[src/rtl/truth_table_sweeper_pkg.sv]
// truth_table_sweeper_pkg: shared FSM state encoding and the Q3 reference truth table
package truth_table_sweeper_pkg;
    typedef enum logic [1:0] {IDLE, SETTLE, SAMPLE, DONE} state_e;
    localparam logic [15:0] Q3_TABLE = 16'h1BBB;
endpackage

[src/rtl/truth_table_sweeper_if.sv]
// truth_table_sweeper_if: control, result and lab-circuit signals of the sweeper
interface truth_table_sweeper_if #(parameter int N_IN = 4);
    logic                 start;
    logic                 dut_w;
    logic [N_IN-1:0]      vec_out;
    logic                 busy;
    logic                 done;
    logic                 pass;
    logic [2**N_IN-1:0]   table_out;
    logic [N_IN:0]        mismatch_cnt;
    logic [N_IN-1:0]      first_fail;
    modport master (
        input  start, dut_w,
        output vec_out, busy, done, pass, table_out, mismatch_cnt, first_fail
    );
    modport slave (
        output start, dut_w,
        input  vec_out, busy, done, pass, table_out, mismatch_cnt, first_fail
    );
endinterface

[src/rtl/truth_table_sweeper_settle_timer.sv]
// truth_table_sweeper_settle_timer: loadable down-counter that flags when it has reached zero
module truth_table_sweeper_settle_timer #(parameter int W = 1) (
    input  logic         clk,
    input  logic         rst_n,
    input  logic         load,
    input  logic [W-1:0] load_val,
    output logic         zero
);
    logic [W-1:0] cnt_q, cnt_d;
    // load wins; otherwise count down and rest at zero
    always_comb cnt_d = load ? load_val : (cnt_q != '0 ? cnt_q - 1'b1 : cnt_q);
    // counter register
    always_ff @(posedge clk or negedge rst_n)
        if (!rst_n) cnt_q <= '0;
        else        cnt_q <= cnt_d;
    assign zero = (cnt_q == '0);
endmodule

[src/rtl/truth_table_sweeper.sv]
// truth_table_sweeper: walks every input vector through a lab circuit and checks its truth table
module truth_table_sweeper
    import truth_table_sweeper_pkg::*;
#(
    parameter int                 N_IN          = 4,
    parameter int                 SETTLE_CYCLES = 4,
    parameter logic [2**N_IN-1:0] EXPECTED      = Q3_TABLE
) (
    input logic                   clk,
    input logic                   rst_n,
    truth_table_sweeper_if.master bus
);
    localparam int              TW     = SETTLE_CYCLES > 0 ? $clog2(SETTLE_CYCLES + 1) : 1;
    localparam logic [TW-1:0]   RELOAD = TW'(SETTLE_CYCLES > 0 ? SETTLE_CYCLES - 1 : 0);
    localparam logic [N_IN-1:0] LAST   = {N_IN{1'b1}};
    // with no settle time each vector is sampled the cycle it is applied
    localparam state_e          WAIT_ST = SETTLE_CYCLES > 0 ? SETTLE : SAMPLE;

    state_e               state_q, state_d;
    logic [N_IN-1:0]      vec_q, vec_d, ff_q, ff_d;
    logic [2**N_IN-1:0]   table_q, table_d;
    logic [N_IN:0]        mis_q, mis_d;
    logic                 busy_q, busy_d, done_q, done_d, pass_q, pass_d;
    logic                 load, zero, fail;

    truth_table_sweeper_settle_timer #(.W(TW)) u_timer (
        .clk      (clk),
        .rst_n    (rst_n),
        .load     (load),
        .load_val (RELOAD),
        .zero     (zero)
    );

    // next state and datapath; X/Z on the lab output never matches the expected bit
    always_comb begin
        state_d = state_q;
        vec_d   = vec_q;
        ff_d    = ff_q;
        table_d = table_q;
        mis_d   = mis_q;
        busy_d  = busy_q;
        done_d  = 1'b0;
        pass_d  = pass_q;
        load    = 1'b0;
        fail    = (bus.dut_w !== EXPECTED[vec_q]);
        case (state_q)
            IDLE: if (bus.start) begin
                state_d = WAIT_ST;
                vec_d   = '0;
                ff_d    = '0;
                table_d = '0;
                mis_d   = '0;
                pass_d  = 1'b0;
                busy_d  = 1'b1;
                load    = 1'b1;
            end
            SETTLE: state_d = zero ? SAMPLE : SETTLE;
            SAMPLE: begin
                table_d[vec_q] = (bus.dut_w === 1'b1);
                if (fail) begin
                    mis_d = mis_q + 1'b1;
                    ff_d  = (mis_q == '0) ? vec_q : ff_q;
                end
                if (vec_q == LAST) begin
                    state_d = DONE;
                    done_d  = 1'b1;
                    busy_d  = 1'b0;
                    pass_d  = (mis_d == '0);
                end else begin
                    state_d = WAIT_ST;
                    vec_d   = vec_q + 1'b1;
                    load    = 1'b1;
                end
            end
            default: state_d = IDLE;
        endcase
    end

    // state and registered outputs
    always_ff @(posedge clk or negedge rst_n)
        if (!rst_n) begin
            state_q <= IDLE;
            vec_q   <= '0;
            ff_q    <= '0;
            table_q <= '0;
            mis_q   <= '0;
            busy_q  <= 1'b0;
            done_q  <= 1'b0;
            pass_q  <= 1'b0;
        end else begin
            state_q <= state_d;
            vec_q   <= vec_d;
            ff_q    <= ff_d;
            table_q <= table_d;
            mis_q   <= mis_d;
            busy_q  <= busy_d;
            done_q  <= done_d;
            pass_q  <= pass_d;
        end

    assign bus.vec_out      = vec_q;
    assign bus.busy         = busy_q;
    assign bus.done         = done_q;
    assign bus.pass         = pass_q;
    assign bus.table_out    = table_q;
    assign bus.mismatch_cnt = mis_q;
    assign bus.first_fail   = ff_q;
endmodule

[src/flat_wrapper.sv]
// flat-port wrapper written by rule: the top's interface ports become plain ports
module truth_table_sweeper_flat import truth_table_sweeper_pkg::*;
#(
    parameter int                 N_IN          = 4,
    parameter int                 SETTLE_CYCLES = 4,
    parameter logic [2**N_IN-1:0] EXPECTED      = Q3_TABLE
)
  (clk, rst_n, bus_start, bus_dut_w, bus_vec_out, bus_busy, bus_done, bus_pass, bus_table_out, bus_mismatch_cnt, bus_first_fail);
  truth_table_sweeper_if #(.N_IN(N_IN)) bus_i ();
  input logic clk;
  input logic rst_n;
  input wire logic [$bits(bus_i.start)-1:0] bus_start;
  input wire logic [$bits(bus_i.dut_w)-1:0] bus_dut_w;
  output wire logic [$bits(bus_i.vec_out)-1:0] bus_vec_out;
  output wire logic [$bits(bus_i.busy)-1:0] bus_busy;
  output wire logic [$bits(bus_i.done)-1:0] bus_done;
  output wire logic [$bits(bus_i.pass)-1:0] bus_pass;
  output wire logic [$bits(bus_i.table_out)-1:0] bus_table_out;
  output wire logic [$bits(bus_i.mismatch_cnt)-1:0] bus_mismatch_cnt;
  output wire logic [$bits(bus_i.first_fail)-1:0] bus_first_fail;
  assign bus_i.start = bus_start;
  assign bus_i.dut_w = bus_dut_w;
  assign bus_vec_out = bus_i.vec_out;
  assign bus_busy = bus_i.busy;
  assign bus_done = bus_i.done;
  assign bus_pass = bus_i.pass;
  assign bus_table_out = bus_i.table_out;
  assign bus_mismatch_cnt = bus_i.mismatch_cnt;
  assign bus_first_fail = bus_i.first_fail;
  truth_table_sweeper #(.N_IN(N_IN), .SETTLE_CYCLES(SETTLE_CYCLES), .EXPECTED(EXPECTED)) u_core (.clk(clk), .rst_n(rst_n), .bus(bus_i));
endmodule
[config.mk]
export PLATFORM = sky130hd
export DESIGN_NAME = truth_table_sweeper_flat
export DESIGN_NICKNAME = d
export VERILOG_FILES = /design/src/rtl/truth_table_sweeper_pkg.sv /design/src/rtl/truth_table_sweeper_if.sv /design/src/rtl/truth_table_sweeper_settle_timer.sv /design/src/rtl/truth_table_sweeper.sv /design/src/flat_wrapper.sv
export SDC_FILE = /design/constraint.sdc
export NUM_CORES = 1
export LEC_CHECK = 0
export ABC_AREA = 1
export CORE_MARGIN = 5
export CORE_UTILIZATION = 35
export CTS_CLUSTER_DIAMETER = 100
export DETAILED_ROUTE_END_ITERATION = 8
export SLEW_MARGIN = 40
export SYNTH_ARGS = -nofsm -noshare
export SYNTH_HDL_FRONTEND = slang
export SYNTH_HIERARCHICAL = 1
export SYNTH_SLANG_ARGS = --single-unit
[constraint.sdc]
create_clock -name clk -period 1.7 [get_ports clk]
set_clock_uncertainty 0.2 [all_clocks]
set_input_delay 0.17 -clock clk [delete_from_list [all_inputs] [get_ports clk]]
set_output_delay 0.17 -clock clk [all_outputs]
set_load 0.005 [all_outputs]
* Word-level counts from Yosys, hierarchy flattened
Memories as Yosys holds them, arrays and structs flattened.
Index checks and enable logic that the tools add are counted.
** Operators by class
- Equal/unequal tests :: 10
- Multipliers :: 0
- Bitwise logic cells :: 0
- Divide/modulo/power cells :: 0
- Reductions and logical operators :: 12
- $add $sub $neg :: 3
- Shift-type cells :: 0
- Mux-type cells :: 33
- Order comparisons :: 2
** Operators with widths (count)
- one-hot mux 16 bit (2 select lines) :: 1
- bitwise mux 16 bit :: 1
- 2-to-1 mux 16 bit :: 1
- 2-to-1 mux 4 bit :: 4
- one-hot mux 4 bit (2 select lines) :: 2
- 2-to-1 mux 5 bit :: 3
- logical NOT 5 bit :: 2
- 2-to-1 mux 1 bit :: 10
- one-hot mux 5 bit (2 select lines) :: 1
- 2-to-1 mux 2 bit :: 3
- 2-to-1 mux 3 bit :: 2
- inequality test 2 x 1 -> 1 bit, second input constant :: 3
- one-hot mux 1 bit (2 select lines) :: 3
- one-hot mux 2 bit (3 select lines) :: 1
- AND reduction 3 bit :: 2
- adder 5 x 1 -> 5 bit, second input constant :: 1
- < comparator 4 x 5 -> 1 bit, second input constant :: 1
- adder 4 x 1 -> 4 bit, second input constant :: 1
- demux 1 bit (select 4 bit) :: 1
- == test 4 bit, second input constant :: 1
- >= comparator 4 x 1 -> 1 bit, second input constant :: 1
- inequality test 2 bit, second input constant :: 2
- AND reduction 4 bit :: 1
- nonzero test 2 bit :: 2
- other kinds (10) :: 10
** Storage, ports and cells
- Bits in latches :: 0
- Register bits after elaboration :: 37
- Input port bits :: 4
- Output and inout port bits :: 32
- Memory bits (writable) :: 0
- Memories kept :: 1
- Logic and storage cells :: 70
- Bits in read-only memories :: 16
** Memory list
- (name not given) :: words 16, width 1, read ports 1, clocked after Yosys merged registers in 0, write ports 0, line truth_table_sweeper.sv:45 : fail = (bus.dut_w !== EXPECTED[vec_q]);

* Depth between registers and ports, before layout
- Word-level depth :: 8
- Mapped depth :: 11
- Depth with buffers taken out :: 11

* Cells and area by module
The synthesis kept the hierarchy.
** By module, submodules not included
- truth_table_sweeper :: sequential area each 850.8 um^2, cells an instance 212, area each 1799.2 um^2, times used 1
- truth_table_sweeper_settle_timer :: sequential area each 75.1 um^2, cells an instance 32, area each 207.7 um^2, times used 1

* Least setup slack after synthesis
OpenSTA, ideal clock, no wires.
- Kind :: register -> register
- From :: reg u_core.vec_q[0] (netlist: u_core/bus.vec_out[0])
- To :: reg u_core.pass_q (netlist: u_core/bus.pass)
- Period minus slack after synthesis :: 1811 ps
- Path buffers :: 0
- Slack :: -111 ps
- Data arrival time :: 1494 ps
- Setup time :: 117 ps
- Stages on the path, launching flop included :: 12
- Required time :: 1383 ps
- Cells stage by stage :: dfrtp_1 > inv_1 > ha_1 > or2_4 > nand2_2 > nand2_1 > nand3_1 > nand2_1 > nand2_1 > inv_1 > nand3_1 > nand2_1
** On the way
- Word-level cells in the longest chain between the ends :: 8
- Elaborated cells between the ends (all ways) :: 11
- Those cells by class :: eq/ne (3); mux (5); reduce/logical (2); memory (1)
** Ends and longest elaborated chain
- start, declared :: line truth_table_sweeper.sv:20 : logic [N_IN-1:0] vec_q, vec_d, ff_q, ff_d;
- start signal, assigned :: line truth_table_sweeper.sv:92 : vec_q <= vec_d;
- memory (16 x 1 bit)
- 2-to-1 mux 1 bit (not written as such) :: line truth_table_sweeper.sv:45
- !== test 1 bit :: line truth_table_sweeper.sv:45
- 2-to-1 mux 5 bit :: line truth_table_sweeper.sv:60 : if (fail) begin
- 2-to-1 mux 5 bit :: line truth_table_sweeper.sv:46 : case (state_q)
- logical NOT 5 bit :: line truth_table_sweeper.sv:68 : pass_d = (mis_d == '0);
- 2-to-1 mux 1 bit :: line truth_table_sweeper.sv:64 : if (vec_q == LAST) begin
- one-hot mux 1 bit (2 select lines) :: line truth_table_sweeper.sv:46
- end signal, assigned :: line truth_table_sweeper.sv:98 : pass_q <= pass_d;
- end, declared :: line truth_table_sweeper.sv:23 : logic busy_q, busy_d, done_q, done_d, pass_q, pass_d;
Several ways; a longest one is shown, not always the timed one. The select of a mux whose other input is x is not followed.
A chain may end at the register's enable or synchronous reset.

* Worst setup path in the final report
- From :: reg u_core.vec_q[1] (netlist: u_core/bus.vec_out[1])
- To :: reg u_core.ff_q[2] (netlist: u_core/bus.first_fail[2])
** On the way
- Word-level cells in the longest chain between the ends :: 5
** Ends and longest elaborated chain
- memory (16 x 1 bit)
- 2-to-1 mux 1 bit (not written as such) :: line truth_table_sweeper.sv:45
- !== test 1 bit :: line truth_table_sweeper.sv:45
- inequality test 2 x 1 -> 1 bit (no source line)
- AND reduction 4 bit (no source line)
- end signal, assigned :: line truth_table_sweeper.sv:84 : ff_q <= '0;
- end signal, assigned :: line truth_table_sweeper.sv:93 : ff_q <= ff_d;
- end, declared :: line truth_table_sweeper.sv:20
Every way passes these cells. The select of a mux whose other input is x is not followed.

==> out/results.ini <==
[worst_hold_path]
hold_class=in -> async

[yosys]
yosysMostFrequentCell=nand2_1
synth.area.top_cells=dfrtp_1 (46%), nand2_1 (11%), ha_1 (5.6%)
synth_edf_count=0
synth-adder-area-share=0.05611
synth_xor_area_frac=0.01309
synth-compound-area-share=0.1372
async_reset_ff_frac=1.000
avgSynthCellArea_um2=8.225
synthMuxAreaShare=0
synth_top_cell_by_area=dfrtp_1
synth.top_cell.area_share=0.4613
yosys.area_share.simple=0.2569
synth_warnings=6
ys_types=28
synthFlopType=dfrtp_1
syn_inst=244
ys_ff_latch=37
synth_area_mm2=0.002007
synth_commonest_cells=nand2_1 (59), dfrtp_1 (37), nor2_1 (25)
yosysSeqAreaShare=0.4613
synth_top_family_by_area=simple AND/OR/NAND/NOR gates

[floorplanning]
core_mm2=0.005540
fp-row-count=27
die_x_um=85.73
num_io_pins=36
start_util=0.3622
die_area_mm2=0.007349
die_y_um=85.73

[cts]
clock_sinks=37
cts_root_buffer=clkbuf_8
cts_tree=done
cts_made_buffers=5
path_clk_slew_ns=0.07
clockBufferDepth=2
cts_max_level=2
worstSkewPairLatency_ns=0.28

[grt]
grt-busiest-layer=met2
grt_max_degree=23
grt_pass1_vias=1800
grtUsageMet2=0.2331
met3_usage=0.04131
grt-ovfl-total=0
grt_util_all_layers=0.1436
grt_pass1_wl_mm=8.521
grtUsageMet1=0.1909
antenna_found_initial=0

[status]
status=finished with violations
violations=negative setup slack

[placed_design]
dp_slack_ns=-0.01765
gp_congestion=0.9064
io_buffers=35
place_inst=367
dpl.hpwl_mm=3.688

[worst_setup_path]
crit_arrival_ns=1.76
endpoint=u_core/bus.first_fail[2]
crit_fanout=8
critical_path.top_delay_family=simple AND/OR/NAND/NOR gates
cpPeakStageDelay_ns=0.45
reg2reg_setup_slack_ns=-0.05
critPathKind=reg -> reg
cp.depth=7
critPathBufInv=0
worstSetupEndpointType=register
r2r_end=u_core/bus.first_fail[2]
crit_path_cell_trace=ha_2 > or2_4 > nand3_4 > nand2_4 > o21ai_4 > nor2_1 > a21oi_1
startpoint=u_core/bus.vec_out[1]
start_kind=register
cp.required_ns=1.71
r2r_cells=7
critPathSlowestCell=dfrtp_2
r2r_start=u_core/bus.vec_out[1]

[routing]
vias_per_cell=4.788
ant_nets=0
drt-initial-drc-count=55
vias=1829
route.detailed.drc=0
wl_per_cell_um=13.07
firstDrtPassIters=5
routed_wirelength_mm=4.993

[run]
maxCapViolCount=0

[sta]
fin_setup_tns_ns=-0.2242
grt_setup_unrepaired=true
post-route-period-util=1.029
whs_ns=0.1263
fin_crit_ns=1.749
slew_viol_final=0
fmax_mhz=571.8
hold_viol=0
timing.final.ws_setup_ns=-0.04893
setup_viol=5

[power_and_ir_drop]
power_density_mw_per_mm2=1198
p_leak_nw=1.300
peakVddDrop_mv=0.5258

[final_layout]
nets=322
diodes=0
fillers=532
stdcell_count=382
syn2layout_area_growth_pct=41.58
drive_gt1_frac=0.2258
final_util=0.5129

-- final cells by class --
class	count	area [µm²]	area share
multi-input cells	176	1036	0.3646
flip-flops and latches	37	929.6	0.3272
repair buffers	62	583.1	0.2052
inverters	27	101.3	0.03567
clock buffers	7	96.34	0.03391
well taps	72	90.09	0.03170
clock inverters	1	5.005	0.001761
-- state kept, by name, indices dropped and copies added (netlist names) --
name and count:
u_core/bus.vec_out 4, u_core/bus.pass 1, u_core/state_q 2, u_core/bus.first_fail 4, u_core/bus.mismatch_cnt 5, u_core/bus.busy 1, u_core/bus.done 1, u_core/bus.table_out 16
u_core/u_timer/cnt_q 3
-- per-layer routing --
layer | vias up | wire (µm)
met1 | 863 | 2294
met4 | 0 | 25
met5 | - | 0
li1 | 921 | -
met3 | 4 | 233
met2 | 41 | 2440
-- kinds of logic after synthesis --
kind of cell	count (synthesis)
adders and majority gates	9
and+or+nand+nor	115
other	2
DFF	37
xor gates and xnor gates	3
AOI/OAI and AO/OA	46
buffers and inverters	32
-- layout by cell type, fill, tap and decap left out, types with 2 or more instances in the layout --
master           count
o211ai_1             6
ha_1                 6
dfrtp_2              3
buf_6                4
conb_1               3
nand4_1              2
nand3_2              4
nand2_1             57
o21ai_0             11
clkdlybuf4s50_1     32
dlymetal6s2s_1       2
nor2_2               3
nand3_1             14
nand3_4              2
buf_4               21
nand2_4              3
clkbuf_8             7
o21ai_4              2
ha_4                 2
nor2_1              24
inv_2                9
nor2_4               2
o21ai_1              6
o22ai_1              3
a21oi_1             16
inv_1               18
xor2_1               2
dfrtp_1             34
-- what timing repair did --
item,in CTS,in global routing
pin swaps,0,11
hold buffers,1,0
endpoints found under the hold margin,37,0
cloned,0,0
buffers inserted,1,5
resized for setup,8,26
endpoints found under the setup margin,8,26
-- power breakdown --
group          internal (mW)  leakage [nW]  total, mW  switching (mW)
clock                  0.366        0.0542      0.672           0.306
sequential              1.07         0.486       1.23           0.164
combinational          0.725         0.760       1.50           0.772
-- through the flow --
stage,instance area (µm²),total power [mW]
finish,2841,3.404
global route,2841,3.669
CTS,2715,3.295
detailed placement,2570,2.599
global placement,2570,2.576
floorplan,2014,2.021
-- worst min-delay path by stage --
stage | cells after the start | end | from
6_report | 2 | u_core/bus.mismatch_cnt[0] | rst_n
2_1_floorplan | 0 | u_core/bus.busy | rst_n
3_3_place_gp | 1 | u_core/bus.mismatch_cnt[0] | rst_n
3_5_place_dp | 1 | u_core/bus.mismatch_cnt[1] | rst_n
5_1_grt | 2 | u_core/state_q[0] | rst_n
4_1_cts | 2 | u_core/bus.mismatch_cnt[1] | rst_n
Note: power is estimated with default switching activity, not from simulation.
